**config.mk**
```make
export PLATFORM = sky130hd
export DESIGN_NAME = tx_am_insert_fsm
export DESIGN_NICKNAME = d
export VERILOG_FILES = /design/src/rtl/pcs_tx_pkg.sv /design/src/rtl/tx_am_insert_fsm.sv
export SDC_FILE = /design/constraint.sdc
export NUM_CORES = 1
export LEC_CHECK = 0
export CORE_UTILIZATION = 33
export CTS_CLUSTER_DIAMETER = 120
export DETAILED_ROUTE_END_ITERATION = 12
export PLACE_DENSITY_LB_ADDON = 0.25
export SLEW_MARGIN = 20
export SYNTH_ARGS = -nofsm -noshare
export SYNTH_HDL_FRONTEND = slang
export SYNTH_SLANG_ARGS = --single-unit
```
**constraint.sdc**
```tcl
create_clock -name i_clock -period 3.42 [get_ports i_clock]
set_input_delay 0.684 -clock i_clock [delete_from_list [all_inputs] [get_ports i_clock]]
set_output_delay 0.684 -clock i_clock [all_outputs]
set_load 0.005 [all_outputs]
```
**src/rtl/pcs_tx_pkg.sv**
```systemverilog
// pcs_tx_pkg: shared TX PCS defaults, FSM encodings and per-lane alignment marker patterns.
package pcs_tx_pkg;
  localparam int N_LANES_DEF   = 20;
  localparam int AM_PERIOD_DEF = 16383;
  typedef enum logic [2:0] {
    ST_INIT = 3'b001,
    ST_AM   = 3'b010,
    ST_DATA = 3'b100
  } state_e;
  // M0/M1/M2 marker bytes per lane, lane 0 in the least significant slot; also used by RX lock/deskew
  localparam logic [19:0][23:0] AM_PATTERN = {
    24'hC0F0E5, 24'h5F662A, 24'hADD6B7, 24'hC4314C, 24'h3536CD,
    24'h83C7CA, 24'h1AF8BD, 24'h5CB9B2, 24'hB99155, 24'hFD6C99,
    24'h68C9FB, 24'hA02476, 24'h7B4566, 24'h9A4A26, 24'hDD14C2,
    24'hF50709, 24'h4D957B, 24'h594BE8, 24'h9D718E, 24'hC16821
  };
endpackage

```
**src/rtl/tx_am_insert_fsm.sv**
```systemverilog
// tx_am_insert_fsm: schedules alignment-marker groups and round-robin lane ownership for TX blocks.
module tx_am_insert_fsm
  import pcs_tx_pkg::*;
#(
  parameter int N_LANES   = N_LANES_DEF,
  parameter int AM_PERIOD = AM_PERIOD_DEF,
  parameter int NB_LANE   = $clog2(N_LANES),
  parameter int NB_PERIOD = $clog2(AM_PERIOD)
) (
  input  logic                 i_clock,
  input  logic                 i_reset,
  input  logic                 i_enable,
  input  logic                 i_valid,
  input  logic                 i_resync,
  output logic                 o_am_insert,
  output logic                 o_am_group_start,
  output logic [NB_LANE-1:0]   o_lane_idx,
  output logic                 o_tx_ready,
  output logic [NB_PERIOD-1:0] o_period_count
);
  state_e               state_q, state_d;
  logic [NB_LANE-1:0]   lane_q, lane_d;
  logic [NB_PERIOD-1:0] period_q, period_d;
  logic                 adv, lane_last, period_last;
  logic [NB_LANE-1:0]   lane_nxt;
  assign adv         = i_enable && i_valid;
  assign lane_last   = lane_q == NB_LANE'(N_LANES - 1);
  assign period_last = period_q == NB_PERIOD'(AM_PERIOD - 1);
  assign lane_nxt    = lane_last ? '0 : lane_q + NB_LANE'(1);
  always_comb begin
    state_d          = state_q;
    lane_d           = lane_q;
    period_d         = period_q;
    o_am_insert      = 1'b0;
    o_am_group_start = 1'b0;
    o_lane_idx       = '0;
    o_tx_ready       = 1'b0;
    o_period_count   = '0;
    case (state_q)
      ST_INIT: begin
        state_d = adv ? ST_AM : ST_INIT;
        lane_d  = '0;
      end
      ST_AM: begin
        o_am_insert      = 1'b1;
        o_am_group_start = lane_q == '0;
        o_lane_idx       = lane_q;
        o_period_count   = period_q;
        lane_d           = adv ? lane_nxt : lane_q;
        period_d         = adv && lane_last ? '0 : period_q;
        state_d          = adv && lane_last ? ST_DATA : ST_AM;
      end
      ST_DATA: begin
        o_tx_ready     = 1'b1;
        o_lane_idx     = lane_q;
        o_period_count = period_q;
        lane_d         = adv ? lane_nxt : lane_q;
        period_d       = adv && lane_last ? period_q + NB_PERIOD'(1) : period_q;
        state_d        = adv && lane_last && period_last ? ST_AM : ST_DATA;
      end
      default: begin
        state_d  = ST_INIT;
        lane_d   = '0;
        period_d = '0;
      end
    endcase
    // retrain overrides any advance, including the final slot of a group or period
    if (i_resync) begin
      state_d  = ST_INIT;
      lane_d   = '0;
      period_d = '0;
    end
  end
  always_ff @(posedge i_clock or posedge i_reset) begin
    if (i_reset) begin
      state_q  <= ST_INIT;
      lane_q   <= '0;
      period_q <= '0;
    end else begin
      state_q  <= state_d;
      lane_q   <= lane_d;
      period_q <= period_d;
    end
  end
endmodule
```
---- After elaboration in Yosys (flattened, before gate mapping) ----
Cells that the tools add are included.
word-level totals
  bits in registers ....................... 22
  output and inout bits ................... 22
  input port bits ......................... 5
operators by class
  reductions and logical operators ........ 6
  $add $sub $neg .......................... 2
  eq/ne operators ......................... 9
  muxes and demuxes ....................... 18
operators by type and width
  operator               number
  $mux 14                4
  $pmux 14 s3            1
  $mux 5                 5
  $add 14x1->14 const B  1
  $eq 14x14->1 const B   1
  $mux 3                 3
  $pmux 3 s3             1
  $ne 3x3->1 const B     2
  $add 5x1->5 const B    1
  $eq 5x5->1 const B     1
  $logic_not 5->1        1
  $eq 3x1->1 const B     1
  $eq 3x2->1 const B     1
  $eq 3x3->1 const B     1
  $logic_and 1x1->1      3
  $mux 1                 3
  $ne 3x1->1 const B     1
  $reduce_and 3->1       1
  $mux 2                 1
  $ne 2x2->1 const B     1
  $reduce_or 2->1        1

---- Longest topological paths before layout ----
  depth in word-level cells ............... 6
  gate-level depth with buffers ........... 8
  gate-level depth less buffers ........... 7

---- Least setup slack after synthesis ----
OpenSTA, ideal clock, no wires.
  kind .................................... reg2out
  start ................................... register state_q[0]
  end ..................................... output port o_lane_idx[2]
  setup slack ............................. 1.200 ns
  path buffers ............................ 1
  arrival time ............................ 1.536 ns
  cell stages (with the launch flop) ...... 6
  required time ........................... 2.736 ns
  cell sequence ........................... dfstp_2 or3_1 inv_2 nor2_1 clkbuf_1 nor2b_1
on the way
  cells in the longest elaborated chain, start to end .. 3
ends and longest elaborated chain
  element                                          RTL line                text
  from (decl)                                      tx_am_insert_fsm.sv:21  state_e state_q, state_d;
  from (signal assigned)                           tx_am_insert_fsm.sv:80  state_q <= state_d;
  $eq 3x3->1 / $eq 3x2->1 (equally long branches)  tx_am_insert_fsm.sv:39  case (state_q)
  $reduce_or 2->1 (no source line) *               --
  $mux 5 *                                         tx_am_insert_fsm.sv:39
  to (decl)                                        tx_am_insert_fsm.sv:17  output logic [NB_LANE-1:0] o_lane_idx,
Mark *: on every way between the ends. The rest lies on a longest branch, timed or not.

---- Worst setup path in the final report ----
  start ................................... register state_q[2]
  end ..................................... output port o_lane_idx[4]
Same word-level chain as after synthesis.

==> impl_metrics.py <==
metrics = {
    "worst_setup_path": {
        "timing.rr.start": "lane_q[3]",
        "cp_data_arrival_time_ps": 2330,
        "endpoint_kind": "output port",
        "reg2reg_depth": 5,
        "critPathKind": "register to output port",
        "r2r_slack_ps": 1230,
        "cp_max_fo": 11,
        "cp-endpoint": "o_lane_idx[4]",
        "required_ps": 2740,
        "startpoint": "state_q[2]",
        "timing.rr.end": "period_q[10]",
        "critPathLaunchType": "register",
    },
    "power_and_ir_drop": {
        "swShare_pct": 23.1,
        "switchingPower_mw": 0.113,
        "power.internal_mw": 0.375,
        "total_power_mw": 0.488,
        "ir_drop_mv": 0.117,
        "pwr-share-comb_pct": 6.6,
        "clkPwrFrac_pct": 39.5,
        "p_leak_nw": 0.652,
        "p_per_area_nw_per_um2": 272,
        "p_seq_share_pct": 53.8,
    },
    "synth": {
        "synth_cell_types": 37,
        "postSynthCellCount": 170,
        "synth_ff_type": "dfrtp_1",
        "syn_nets": 179,
        "syn_area_um2": 1440,
        "synth_edf_count": 0,
        "yosys_warnings": 0,
        "ys_seq_area_share_pct": 38.4,
        "synth_seq_cells": 22,
        "syn_area_per_cell_um2": 8.44,
        "async_reset_ff_share_pct": 100,
    },
    "clock_network": {
        "cts_root_buf": "clkbuf_8",
        "post_cts_buffers": 0,
        "cts-buffers-inserted": 3,
        "cts_resized": 0,
        "cts.path.max_buffers": 2,
        "cts-hold-fix-buffers": 0,
        "tritoncts": "done",
        "clock-sinks": 22,
        "path_clk_slew_ps": 80,
        "h-tree-depth": 1,
        "clkLatencyLatePin_ps": 270,
    },
    "floorplan": {
        "rows": 23,
        "die_area_um2": 4620,
        "start_util_pct": 35.1,
        "die_height_um": 67.9,
        "die_w_um": 67.9,
        "boundaryPins": 27,
        "coreArea_um2": 4090,
    },
    "global_routing": {
        "grt_max_degree": 23,
        "grt_overflow_total": 0,
        "grt_pass1_vias": 1138,
        "antenna_found_initial": 0,
        "grt_first_pass_wirelength_um": 5580,
        "grt_use_total_pct": 16.2,
    },
    "route": {
        "drt_iter0_markers": 38,
        "vias": 1302,
        "routed_via_density": 5.29,
        "drtAntennaViolNets": 0,
        "drt_wl_total_um": 3290,
        "route.detailed.drc": 0,
        "firstDrtPassIters": 4,
        "wl_per_cell_um": 13.4,
    },
    "placed_design": {
        "hpwl_um": 2390,
        "place_congestion": 0.837,
        "numPortBuffers": 26,
        "dp_cells": 242,
    },
    "sta": {
        "fin_worst_skew_ps": 2.68,
        "timing.final.crit_period_ps": 3010,
        "rsz0062_at_grt": "no",
        "tightest_slew_ps": 852,
        "setup_viol": 0,
        "relSlewSlack_pct": 43.2,
        "fin_tns_setup_ps": 0,
        "final_hold_viol_count": 0,
        "fmax_mhz": 332,
        "drv_slew": 0,
        "fin_crit_sh_pct": 88.1,
    },
    "worst_hold_path": {
        "hold_class": "register to register",
    },
    "run": {
        "maxCapViolCount": 0,
    },
    "finish": {
        "n_fill_cell": 439,
        "multiInputGateArea_um2": 833,
        "drive_gt1_share_pct": 8.67,
        "register_area_um2": 552,
        "instances_no_fill": 246,
        "area_growth_pct": 24.9,
        "layout_commonest_cell": "clkdlybuf4s50_1",
        "mostFrequentLayoutCells": "26 x clkdlybuf4s50_1, 21 x dfrtp_1, 20 x nor2b_1",
        "num_antenna_cells": 0,
        "nNetsFinal": 206,
    },
    "outcome": {
        "status": "complete, no violations",
    },
}
==> worst min path at each step <==
stage	slack (ps)	from	cells past startpoint	endpoint
finish	510	period_q[6]	1	period_q[6]
global route	520	period_q[6]	1	period_q[6]
CTS	510	period_q[2]	1	period_q[2]
detailed placement	500	period_q[6]	1	period_q[6]
global placement	500	period_q[6]	1	period_q[6]
floorplan	450	period_q[6]	1	period_q[6]
==> per-stage QoR <==
step           utilization (%)  hold slack [ps]  area (um2)  setup WS, ps
3_3_place_gp              42.5              496        1740           590
4_1_cts                   43.9              511        1790           384
6_report                  43.9              512        1790           406
5_1_grt                   43.9              521        1790           200
2_1_floorplan                -              455        1440          1200
3_5_place_dp              42.5              500        1740           613
==> power by group through the flow <==
stage,clock network [mW],registers (mW),logic [mW]
finish,0.193,0.263,0.0323
CTS,0.197,0.263,0.0334
global placement,0,0.268,0.0332
detailed placement,0,0.268,0.0332
global route,0.209,0.263,0.0371
floorplan,0,0.268,0.0217
==> routing by layer <==
metal | global-route usage, % | up-vias | wire, um
met5 | 0 | - | 0
li1 | - | 657 | -
met1 | 23.1 | 609 | 1610
met3 | 2.00 | 5 | 144
met4 | 5.47 | 0 | 48
met2 | 25.1 | 31 | 1490
==> critical path: stages, from the launching register on <==
cell,delay [ps]
dfrtp_1,450
inv_2,80
or3_1,440
inv_2,120
nor2_1,140
buf_4,220
nor2b_1,120
clkdlybuf4s50_1,500
==> registers in the layout, summed over array words and instances (netlist names) <==
| signal | flops |
|---|---|
| state_q | 3 |
| period_q | 14 |
| lane_q | 5 |
==> cells in the mapped netlist, types with 4 or more instances <==
cell      n  area, um2
o21ai_1   8       40.0
nor2b_1  20        125
nor2_1   15       56.3
a21oi_1  12       60.1
o31ai_1   8       60.1
dfrtp_1  21        526
nand2_1  15       56.3
nand4_1   6       37.5
inv_1     4       15.0
or4_1     6       45.0
ha_1      4       50.1
or3_1     5       31.3
nand3_1   8       40.0
o21ai_0   4       20.0
==> kinds of logic (layout without fill, tap and decap cells) <==
logic type	after synthesis	in the layout	synth area share (%)
and+or+nand+nor	88	88	33.7
AOI/OAI and AO/OA	40	40	17.7
DFF	22	22	38.4
buffers and inverters	11	37	3.49
adders and majority gates	4	4	3.49
xor gates and xnor gates	4	4	2.44
muxes	1	1	0.785
==> final cells by class <==
cell class / count / area share, %
clock buffer: 4 / 3.07
inverter: 6 / 1.26
multi-input combinational: 137 / 46.5
sequential: 22 / 30.8
tap: 50 / 3.49
timing repair buffer: 27 / 14.9
Note: power is estimated with default switching activity, not from simulation.
==> variant, RTL diff (same flow settings) <==
Reset style: synchronous (`i_reset`), changed in one clocked block.
--- a/src/rtl/tx_am_insert_fsm.sv
+++ b/src/rtl/tx_am_insert_fsm.sv
@@ -72,5 +72,5 @@
     end
   end
-  always_ff @(posedge i_clock or posedge i_reset) begin
+  always_ff @(posedge i_clock) begin
     if (i_reset) begin
       state_q  <= ST_INIT;
Check against the original RTL: differs if i_reset is asserted again (counterexample within 4 cycles, from zero or initial values and one cycle with i_reset high); with i_reset held inactive, the same outputs for 10 cycles.
==> variant against the original RTL <==
- register-to-register slack gained 0.03 ns
- worst hold slack lost 0.012 ns
- worst setup slack lost 0.14 ns
- cell count grew 4.9%
- critical endpoint is now o_period_count[5]
- total power shrank 9.2%
- wire length grew 11%
- design area shrank 1.4%
- sequential share of layout area shrank 5.9 points
- synthesized area grew 1.8%
- largest power group unchanged
- largest cell class unchanged
- sequential power shrank 2%
- critical path type unchanged
- sequential cell count is the same
- clock skew shrank 0.0015 ns
==> variant: results (changes against the original RTL) <==
[routing]
drt_wl_total_mm = 3.658  ; +11%
wl_met1_mm = 1.839  ; +15%
first_iter_violations = 112  ; +190%

[timing]
clock_skew_ns = 0.001178  ; -0.001500 ns
slew_headroom_pct = 62.74  ; +20 points

[placement]
dp_cells = 255  ; +5.4%
hpwl_mm = 2.543  ; +6.3%
post-place-ws_ns = 0.5218  ; -0.09100 ns
placed_cell_area_um2 = 1727  ; -0.65%

[run_status]
status = completed

[synthesis]
synth_common_cells = 22 x dfxtp_1, 19 x a21oi_1, 17 x nand3_1, 13 x and2_1
synthMuxAreaShare_pct = 0  ; -0.78 points
synth.net_count = 200  ; +12%
synthAdderAreaFrac_pct = 3.425  ; -0.063 points
seq_area_frac_synth_pct = 30.14  ; -8.3 points
synth_cell_type_count = 43  ; +16%
syn_avg_cell_area_um2 = 7.651  ; -9.4%

[power]
power.density_nw_per_um2 = 250.8  ; -7.9%
vdd_drop_max_v = 0.0001617  ; +38%

[worst_setup_path]
max_stage_delay_ns = 0.63  ; +0.13 ns
path_max_fanout = 14  ; +3
cp_top_family = simple AND/OR/NAND/NOR gates
cp.arrival_ns = 2.47  ; +0.14 ns

[global_route]
grt_pass1_vias = 1222  ; +7.4%
grt_use_total_pct = 17.55  ; +1.3 points
grt_max_degree = 25  ; +8.7%
grt_pass1_wl_mm = 6.078  ; +9.0%

[finish]
drive_gt1_share_pct = 5.288  ; -3.4 points

-- variant: cell types whose count changed after synthesis, moves of 6 or more --
| cell | delta |
|---|---|
| dfrtp_1 | -21 |
| and2_1 | +12 |
| inv_1 | +6 |
| nand3_1 | +9 |
| o211ai_1 | +7 |
| a21oi_1 | +7 |
| o21ai_1 | -7 |
| o31ai_1 | -7 |
| nor2_1 | -7 |
| dfxtp_1 | +22 |
| nor2b_1 | -20 |
-- variant: final timing paths --
check / startpoint / endpoint / slack [ns] / depth (start not counted)
setup / recovery: state_q[1]$_SDFF_PP0_ / o_period_count[5] / 0.27 / 4
hold reg to reg: lane_q[1]$_SDFFE_PP0P_ / lane_q[1]$_SDFFE_PP0P_ / 0.50 / 2
setup reg to reg: state_q[1]$_SDFF_PP0_ / period_q[13]$_SDFFE_PP0P_ / 1.26 / 4
hold / removal: lane_q[1]$_SDFFE_PP0P_ / lane_q[1]$_SDFFE_PP0P_ / 0.50 / 2
-- variant: area by class of cell --
type                    count  area share [%]
flip-flops and latches     22           24.91
multi-input cells         142           50.46
repair buffers             30           16.42
clock buffers               3           2.335
well taps                  50           3.539
inverters                  11           2.335
-- variant: power breakdown --
| part | internal (mW) | leakage, nW | total [mW] | switching (mW) |
|---|---|---|---|---|
| clock network | 0.0787 | 0.0216 | 0.164 | 0.0853 |
| registers | 0.257 | 0.177 | 0.258 | 0.00168 |
| logic | 0.00976 | 0.360 | 0.0212 | 0.0114 |
| total | 0.345 | 0.558 | 0.443 | 0.0984 |
-- variant: routing by layer --
metal / track usage [%] / up-vias
met1: 25.12 / 661
li1: - / 737
met2: 26.47 / 33
met5: 0 / -
met3: 3.454 / 4
met4: 4.688 / 0
